$ cat src/rtl/xtal_clock_monitor.sv
// Crystal oscillator controller and frequency qualifier.
// Enables the oscillator, waits for it to start up, then counts synchronized
// xtal_clk rising edges over fixed windows of the system clock. The crystal is
// declared good after enough consecutive in-range windows and failed if it
// cannot qualify within a bounded number of windows.
module xtal_clock_monitor #(
  parameter int CNT_W          = 16,
  parameter int WINDOW_CYCLES  = 1024,
  parameter int EXP_MIN        = 240,
  parameter int EXP_MAX        = 272,
  parameter int STARTUP_CYCLES = 4096,
  parameter int GOOD_WINDOWS   = 4,
  parameter int MAX_WINDOWS    = 64
) (
  input  logic             clk,
  input  logic             resetn,
  input  logic             enable,
  input  logic             xtal_clk,
  output logic             xtal_en,
  output logic             clk_good,
  output logic             clk_fail,
  output logic [CNT_W-1:0] edge_count,
  output logic             count_valid,
  output logic [2:0]       state
);

  localparam int WIN_W  = (WINDOW_CYCLES > 1) ? $clog2(WINDOW_CYCLES) : 1;
  localparam int STUP_W = $clog2(STARTUP_CYCLES + 1);
  localparam int GR_W   = $clog2(GOOD_WINDOWS + 1);
  localparam int TR_W   = $clog2(MAX_WINDOWS + 1);

  localparam logic [WIN_W-1:0]  WIN_LAST  = WIN_W'(WINDOW_CYCLES - 1);
  localparam logic [STUP_W-1:0] STUP_LAST = STUP_W'(STARTUP_CYCLES - 1);
  localparam logic [CNT_W-1:0]  EXP_MIN_C = CNT_W'(EXP_MIN);
  localparam logic [CNT_W-1:0]  EXP_MAX_C = CNT_W'(EXP_MAX);
  localparam logic [GR_W-1:0]   GOOD_C    = GR_W'(GOOD_WINDOWS);
  localparam logic [TR_W-1:0]   MAX_C     = TR_W'(MAX_WINDOWS);

  typedef enum logic [2:0] {
    OFF     = 3'd0,
    STARTUP = 3'd1,
    MEASURE = 3'd2,
    GOOD    = 3'd3,
    FAIL    = 3'd4
  } state_t;

  state_t            state_q;
  logic              sync1;
  logic              sync2;
  logic              sync3;
  logic              xtal_edge;
  logic [CNT_W-1:0]  acc;
  logic [WIN_W-1:0]  win_cnt;
  logic [STUP_W-1:0] startup_cnt;
  logic [GR_W-1:0]   good_run;
  logic [TR_W-1:0]   tries;

  logic              measuring;
  logic              win_end;
  logic              startup_done;
  logic              sum_carry;
  logic [CNT_W-1:0]  sum;
  logic [CNT_W-1:0]  window_total;
  logic              in_range;
  logic [GR_W-1:0]   good_run_next;
  logic [TR_W-1:0]   tries_next;

  assign state = state_q;

  // Two-flop synchronizer plus a history flop for rising-edge detection.
  always_ff @(posedge clk) begin
    if (!resetn) begin
      sync1 <= 1'b0;
      sync2 <= 1'b0;
      sync3 <= 1'b0;
    end else begin
      sync1 <= xtal_clk;
      sync2 <= sync1;
      sync3 <= sync2;
    end
  end

  // Window bookkeeping: saturating total, range test and next run/try counts.
  always_comb begin
    xtal_edge     = sync2 & ~sync3;
    measuring     = (state_q == MEASURE) || (state_q == GOOD);
    win_end       = enable && measuring && (win_cnt == WIN_LAST);
    startup_done  = (startup_cnt == STUP_LAST);
    {sum_carry, sum} = {1'b0, acc} + {{CNT_W{1'b0}}, xtal_edge};
    window_total  = sum_carry ? {CNT_W{1'b1}} : sum;
    in_range      = (window_total >= EXP_MIN_C) && (window_total <= EXP_MAX_C);
    good_run_next = in_range ? (good_run + GR_W'(1)) : '0;
    tries_next    = tries + TR_W'(1);
  end

  // Window cycle counter, only running while the crystal is being measured.
  always_ff @(posedge clk) begin
    if (!resetn) begin
      win_cnt <= '0;
    end else if (enable && measuring) begin
      win_cnt <= win_end ? '0 : (win_cnt + WIN_W'(1));
    end else begin
      win_cnt <= '0;
    end
  end

  // Edge accumulator; any partial window is dropped when measuring stops.
  always_ff @(posedge clk) begin
    if (!resetn) begin
      acc <= '0;
    end else if (enable && measuring) begin
      acc <= win_end ? '0 : window_total;
    end else begin
      acc <= '0;
    end
  end

  // Publish the completed window count with a one-cycle valid pulse.
  always_ff @(posedge clk) begin
    if (!resetn) begin
      edge_count  <= '0;
      count_valid <= 1'b0;
    end else begin
      count_valid <= win_end;
      if (win_end) begin
        edge_count <= window_total;
      end
    end
  end

  // Startup timer, restarted on every entry into STARTUP.
  always_ff @(posedge clk) begin
    if (!resetn) begin
      startup_cnt <= '0;
    end else if (enable && (state_q == STARTUP)) begin
      startup_cnt <= startup_done ? '0 : (startup_cnt + STUP_W'(1));
    end else begin
      startup_cnt <= '0;
    end
  end

  // Control FSM; outputs are registered alongside each state transition.
  always_ff @(posedge clk) begin
    if (!resetn) begin
      state_q  <= OFF;
      xtal_en  <= 1'b0;
      clk_good <= 1'b0;
      clk_fail <= 1'b0;
      good_run <= '0;
      tries    <= '0;
    end else if (!enable) begin
      state_q  <= OFF;
      xtal_en  <= 1'b0;
      clk_good <= 1'b0;
      clk_fail <= 1'b0;
      good_run <= '0;
      tries    <= '0;
    end else begin
      case (state_q)
        OFF: begin
          state_q  <= STARTUP;
          xtal_en  <= 1'b1;
          clk_good <= 1'b0;
          clk_fail <= 1'b0;
        end
        STARTUP: begin
          if (startup_done) begin
            state_q  <= MEASURE;
            good_run <= '0;
            tries    <= '0;
          end
        end
        MEASURE: begin
          if (win_end) begin
            good_run <= good_run_next;
            tries    <= tries_next;
            if (good_run_next >= GOOD_C) begin
              state_q  <= GOOD;
              clk_good <= 1'b1;
            end else if (tries_next >= MAX_C) begin
              state_q  <= FAIL;
              xtal_en  <= 1'b0;
              clk_fail <= 1'b1;
            end
          end
        end
        GOOD: begin
          if (win_end && !in_range) begin
            state_q  <= MEASURE;
            clk_good <= 1'b0;
            good_run <= '0;
            tries    <= '0;
          end
        end
        FAIL: begin
          state_q <= FAIL;
        end
        default: begin
          state_q  <= OFF;
          xtal_en  <= 1'b0;
          clk_good <= 1'b0;
          clk_fail <= 1'b0;
          good_run <= '0;
          tries    <= '0;
        end
      endcase
    end
  end

endmodule

$ cat config.mk
export PLATFORM = sky130hd
export DESIGN_NAME = xtal_clock_monitor
export DESIGN_NICKNAME = d
export VERILOG_FILES = /design/src/rtl/xtal_clock_monitor.sv
export SDC_FILE = /design/constraint.sdc
export NUM_CORES = 1
export LEC_CHECK = 0
export CAP_MARGIN = 10
export CORE_MARGIN = 2
export CORE_UTILIZATION = 40
export DETAILED_ROUTE_END_ITERATION = 10
export GPL_ROUTABILITY_DRIVEN = 0
export SYNTH_ARGS = -nofsm -noshare
export SYNTH_HDL_FRONTEND = slang
export SYNTH_SLANG_ARGS = --single-unit
$ cat constraint.sdc
create_clock -name clk -period 3.7 [get_ports clk]
set_input_delay 1.11 -clock clk [delete_from_list [all_inputs] [get_ports clk]]
set_output_delay 1.11 -clock clk [all_outputs]
set_load 0.1 [all_outputs]
==> run_results.csv, run 1 <==
group,metric,value,unit
status,status,"completed",
clock_tree,hold_buffers,0,
final_layout,final_nets,439,
setup_path,r2r_cells,10,
synth,syn_avg_cell_area,8.90,sq um
setup_path,r2r_setup_slack,490,ps
synth,yosys_warnings,0,
detailed_routing,wl,7490,um
final_layout,syn2layout_area_growth,14.6,%
setup_path,crit_arrival,3490,ps
setup_path,slowest_stage,"a2111oi_4",
die,io_pins,27,
placement,detailed_place_hpwl,5210,um
synth,synth-edff-count,0,
placement,dp_cells,526,
clock_tree,cts_max_level,3,
setup_path,path_max_fanout,9,
min_path,hp-start,"startup_cnt[12]",
clock_tree,cts_buffer_depth,2,
detailed_routing,ant_nets,0,
min_path,whs_path_depth,2,
final_layout,seqCellArea,1500,sq um
setup_path,cp_common_cell,"ha_1",
die,die-area,9810,sq um
global_route,grt_usage,16.4,%
clock_tree,clkTransAtPathRegs,80,ps
min_path,holdPathEnd,"startup_cnt[12]",
final_layout,final.fill_count,856,
sta,setup_viol,0,
power,power_density,409,nW/um^2
setup_path,critPathLaunchType,"flip-flop",
clock_tree,insertion_delay,350,ps
setup_path,crit_type,"flip-flop to flip-flop",
clock_tree,numCtsBuffers,9,
flow_run,maxCapViolCount,0,
clock_tree,cts_resized,0,
global_route,antenna_found_initial,0,
final_layout,multi_input_area,1970,sq um
setup_path,slowest_delay,550,ps
sta,holdWs,449,ps
synth,synth_ff_type,"dfxtp_1",
global_route,grt_pass1_wl,13100,um
synth,syn_inst,406,
die,fp.dieH,99.0,um
sta,maxSlewHeadroom,60.8,%
final_layout,drive_gt1_share,14.7,%
sta,grt_setup_unrepaired,"no",
sta,fin_skew,7.35,ps
sta,post-route-period-util,86.9,%
synth,synth_largest_area_cell,"dfxtp_1",
synth,synth.area.top_cells,"dfxtp_1 42%, nor2_1 6.0%, nand2_1 4.5%",
setup_path,reg2reg_to,"tries[4]",
detailed_routing,drc_errors,0,
synth,syn_area,3610,sq um
synth,synth_fp_nets,416,
setup_path,critical_path_required,3980,ps
clock_tree,root_buffer,"clkbuf_8",
sta,tightest_slew,586,ps
sta,fmax,311,MHz
sta,fin_setup_tns,0,ps
synth,yosys-top-cells-count,"75 x dfxtp_1, 58 x nor2_1, 43 x nand2_1",
die,rows,34,
final_layout,diodes,0,
die,start_util,41.4,%
global_route,grt_pass1_vias,2786,
clock_tree,cts_tree,"done",
setup_path,end_kind,"flip-flop",
synth,yosys.area.top_type_share,41.6,%
sta,slew_viol_final,0,
die,core_area,8720,sq um
min_path,holdCritPathClass,"flip-flop to flip-flop",
sta,hold_viol_final,0,
synth,synth_seq_cells,75,
synth,synth_async_sr_flop_share,0,%
setup_path,r2r_start,"sync2",
detailed_routing,drt_pass1_iterations,4,
synth,synth_cell_types,62,
clock_tree,post-cts-setup-buffers,0,
setup_path,cp_cell_sequence,"nor2b_1, ha_1, ha_1, nand3_4, nor4_2, mux2i_1, o2111ai_4, a2111oi_4, o21ai_4, a31oi_1",
placement,io_buffers,26,
die,die_x,99.0,um
global_route,gr-total-overflow,0,
power,peakVddDrop,229,uV
sta,finalCriticalPeriod,3210,ps
detailed_routing,via_per_inst,5.35,
synth,synth.most_common_cell,"dfxtp_1",
detailed_routing,num_vias,2900,
final_layout,final_core_util,47.5,%
power,leakagePower,1.53,nW
final_layout,final_cell_count_no_fill,542,
synth,seq_area_frac_synth,41.6,%
detailed_routing,wl_per_cell,13.8,um
detailed_routing,drtIter0Drc,77,
global_route,grt_max_degree,27,
clock_tree,cts_sinks,75,
through the flow:
| step | instance area (sq um) | power, mW | worst slack [ps] |
|---|---|---|---|
| floorplan | 3610 | 0.872 | 890 |
| global placement | 3880 | 0.888 | 587 |
| CTS | 4140 | 1.72 | 457 |
| detailed placement | 3880 | 0.888 | 500 |
| finish | 4140 | 1.69 | 486 |
| global route | 4140 | 1.76 | 183 |
placed cells by master, fill, tap and decap left out, types with 3 or more instances in the layout:
master,n
o211a_1,8
nand4_2,3
o211ai_1,8
ha_1,6
dfxtp_1,75
xor2_1,10
and2_1,16
a31oi_1,3
bufinv_16,4
nand4_1,4
and3_1,5
xnor2_1,15
or3_1,3
buf_4,28
inv_1,8
nor2b_1,3
nand3b_1,3
nand3_1,24
nor2_1,58
mux2i_1,7
o21ai_0,18
o311ai_0,3
clkdlybuf4s50_1,3
clkbuf_8,9
nand2_1,43
a21oi_1,11
and3_2,3
a211oi_1,3
nor3_1,7
cell type report:
cell class / count / area share (%)
Clock buffer: 9 / 2.99
Clock inverter: 7 / 3.38
Inverter: 8 / 0.725
Multi-Input combinational cell: 304 / 47.6
Sequential cell: 75 / 36.3
Tap cell: 108 / 3.26
Timing Repair Buffer: 31 / 5.80
worst max-delay path by stage:
stage,from,to,slack [ps],cells after the start
6_report,sync2,tries[4],490,10
3_3_place_gp,sync2,good_run[0],590,10
3_5_place_dp,sync2,tries[4],500,10
5_1_grt,sync2,good_run[0],180,10
2_1_floorplan,sync2,good_run[0],890,11
4_1_cts,sync2,tries[4],460,10
power by group:
group	internal (mW)	switching [mW]	total [mW]
Combinational	0.0162	0.0379	0.0541
Sequential	0.810	0.00485	0.815
Clock	0.515	0.311	0.826
Total	1.34	0.354	1.69
cell families (layout without fill, tap and decap cells):
family	count (synthesis)	in the layout	share of synthesized area, %
AOI/OAI and AO/OA	76	76	16.9
xor gates and xnor gates	25	25	6.06
adders and majority gates	6	6	2.08
buffers and inverters	27	55	3.95
DFF	75	75	41.6
muxes	7	7	1.94
and+or+nand+nor	190	190	27.5
sequential cells by signal, summed over array words and instances, names as in the netlist, 3 cells and up:
register     cells
startup_cnt     13
state            3
win_cnt         10
good_run         3
edge_count      16
tries            7
acc             16
per-layer routing:
metal / GRT usage [%] / up-vias / wire [um]
met3: 4.26 / 6 / 312
met2: 27.4 / 54 / 3620
met4: 5.37 / 0 / 95
met5: 0 / - / 0
li1: - / 1481 / -
met1: 20.5 / 1359 / 3460
critical path: cells and delay by family (launching register included):
kind            cells  cell delay (ps)
compound gates      4             1160
fa+ha+maj           2              640
simple gates        3              620
mux                 1              410
flops               1              320
No activity file was read; power rests on OpenSTA's default activity.
==> run 2: changes to the inputs <==
MAX_ROUTING_LAYER = met4   (was default)
clock period = 3.1 ns   (was 3.7 ns; I/O delays follow)
==> run 2 against run 1 <==
Net effect: sequential share of layout area shrank 0.39 points; die area is the same; first-iteration DRC count grew 7.8%; power grew 12%; non-clock buffer count grew 5; critical endpoint is now tries[3].
==> run_results.csv, run 2 (synthesis results as in run 1) <==
group,metric,value,unit
status,status,"completed",
setup_path,path_max_fanout,9,
sta,setup_slack,212,ps
placement,place_area,3920,sq um
min_path,holdCritPathClass,"flip-flop to flip-flop",
placement,dp_slack,82.9,ps
die,die-area,9810,sq um
placement,io_buffers,26,
setup_path,end_kind,"flip-flop",
sta,grt_setup_unrepaired,"no",
clock_tree,cts_sinks,75,
die,start_util,41.4,%
global_route,grt_usage,16.6,%
clock_tree,cts_buffer_depth,2,
clock_tree,clkTransAtPathRegs,80,ps
sta,finalCriticalPeriod,2890,ps
final_layout,syn2layout_area_growth,15.8,%
sta,tightest_slew,571,ps
power,peakVddDrop,192,uV
detailed_routing,drtIter0Drc,83,
die,rows,34,
power,power_density,453,nW/um^2
setup_path,r2r_cells,11,
setup_path,slowest_delay,400,ps
sta,hold_viol_final,0,
sta,setup_viol,0,
setup_path,crit_arrival,3160,ps
final_layout,final_core_util,48.0,%
clock_tree,numCtsBuffers,9,
min_path,hp-start,"sync1",
sta,slew_viol_final,0,
global_route,grt_max_degree,27,
final_layout,final_common_cell,"dfxtp_1",
sta,fin_skew,9.76,ps
clock_tree,insertion_delay,350,ps
placement,dp_cells,530,
detailed_routing,via_per_inst,5.42,
die,die_x,99.0,um
die,core_area,8720,sq um
global_route,gr-total-overflow,0,
power,leakagePower,1.56,nW
setup_path,crit_type,"flip-flop to flip-flop",
sta,maxSlewHeadroom,61.8,%
setup_path,cp_top_family,"compound AO/OA/AOI/OAI gates",
flow_run,maxCapViolCount,0,
setup_path,critical_path_required,3370,ps
die,fp.dieH,99.0,um
sta,post-route-period-util,93.1,%
detailed_routing,wl,7640,um
setup_path,reg2reg_to,"tries[3]",
clock_tree,cts_max_level,3,
setup_path,r2r_start,"sync2",
setup_path,critPathLaunchType,"flip-flop",
final_layout,final_nets,444,
detailed_routing,num_vias,2961,
detailed_routing,drt_pass1_iterations,4,
global_route,grt_pass1_wl,12900,um
sta,fin_setup_tns,0,ps
final_layout,final_cell_count_no_fill,546,
setup_path,r2r_setup_slack,210,ps
setup_path,slowest_stage,"a211o_2",
die,io_pins,27,
final_layout,largestRegisters,"acc (16), edge_count (16), startup_cnt (13)",
setup_path,crit_buf_inv,1,
global_route,grt_pass1_vias,2809,
clock_tree,cts_tree,"done",
min_path,whs_path_depth,1,
final_layout,diodes,0,
clock_tree,root_buffer,"clkbuf_8",
final_layout,drive_gt1_share,16.9,%
clock_tree,hold_buffers,0,
final_layout,final_cell_area,4190,sq um
min_path,holdPathEnd,"sync2",
global_route,antenna_found_initial,0,
detailed_routing,drc_errors,0,
sta,fmax,346,MHz
final_layout,layout_common_cells,"75 x dfxtp_1, 58 x nor2_1, 43 x nand2_1, 32 x buf_4, 24 x nand3_1",
placement,detailed_place_hpwl,5330,um
setup_path,cp_cell_sequence,"nor2b_1, ha_2, ha_1, nand3_4, a311oi_2, a21boi_2, a211o_2, a2111oi_4, buf_4, o21ai_4, a31oi_1",
detailed_routing,ant_nets,0,
detailed_routing,wl_per_cell,14.0,um
==> run 2: changes by cell type in the layout (fill, tap and decap cells not counted), sizes merged <==
| cell | previous run | this run |
|---|---|---|
| clkinvlp | 2 | 0 |
| bufinv | 4 | 2 |
| clkinv | 1 | 2 |
| buf | 28 | 33 |
| clkbuf | 9 | 11 |
==> run 2: worst max-delay path by stage <==
stage	startpoint	endpoint	slack, ps	cells past startpoint
final	sync2	tries[3]	210	11
after global routing	sync2	tries[3]	10	11
after CTS	sync2	tries[3]	60	10
after detailed placement	sync2	tries[3]	80	10
after global placement	sync2	good_run[1]	210	10
after floorplan	sync2	good_run[0]	290	11
==> run 2: layout make-up <==
| type | count | area (sq um) |
|---|---|---|
| Clock buffer | 11 | 151 |
| Clock inverter | 4 | 73.8 |
| Fill cell | 817 | 4540 |
| Inverter | 8 | 30.0 |
| Multi-Input combinational cell | 304 | 2000 |
| Sequential cell | 75 | 1500 |
| Tap cell | 108 | 135 |
| Timing Repair Buffer | 36 | 290 |
==> run 2: per-stage QoR <==
stage                     total power [mW]  hold slack (ps)
after CTS                             1.91              455
after floorplan                       1.04              412
final                                 1.90              454
after global placement                1.06              434
after global routing                  1.97              479
after detailed placement              1.06              435
==> run 2: what timing repair did <==
| item | in CTS | in global routing |
|---|---|---|
| setup endpoints to repair | 0 | 16 |
| buffers inserted | 0 | 1 |
| resized for setup | 0 | 7 |
==> run 2: per-layer routing <==
metal | share of wire [%] | global-route usage [%] | wire length [um] | vias to the layer above
met5 | 0 | - | 0 | -
met4 | 1.5 | 5.58 | 116 | 0
met3 | 3.5 | 4.04 | 269 | 11
met2 | 48 | 27.0 | 3670 | 52
met1 | 47 | 20.2 | 3580 | 1408
li1 | - | - | - | 1490
==> run 2: power breakdown <==
group | switching (mW) | internal, mW | leakage [nW]
Sequential | 0.00620 | 0.967 | 0.605
Combinational | 0.0448 | 0.0199 | 0.842
Clock | 0.364 | 0.493 | 0.115
Total | 0.415 | 1.48 | 1.56
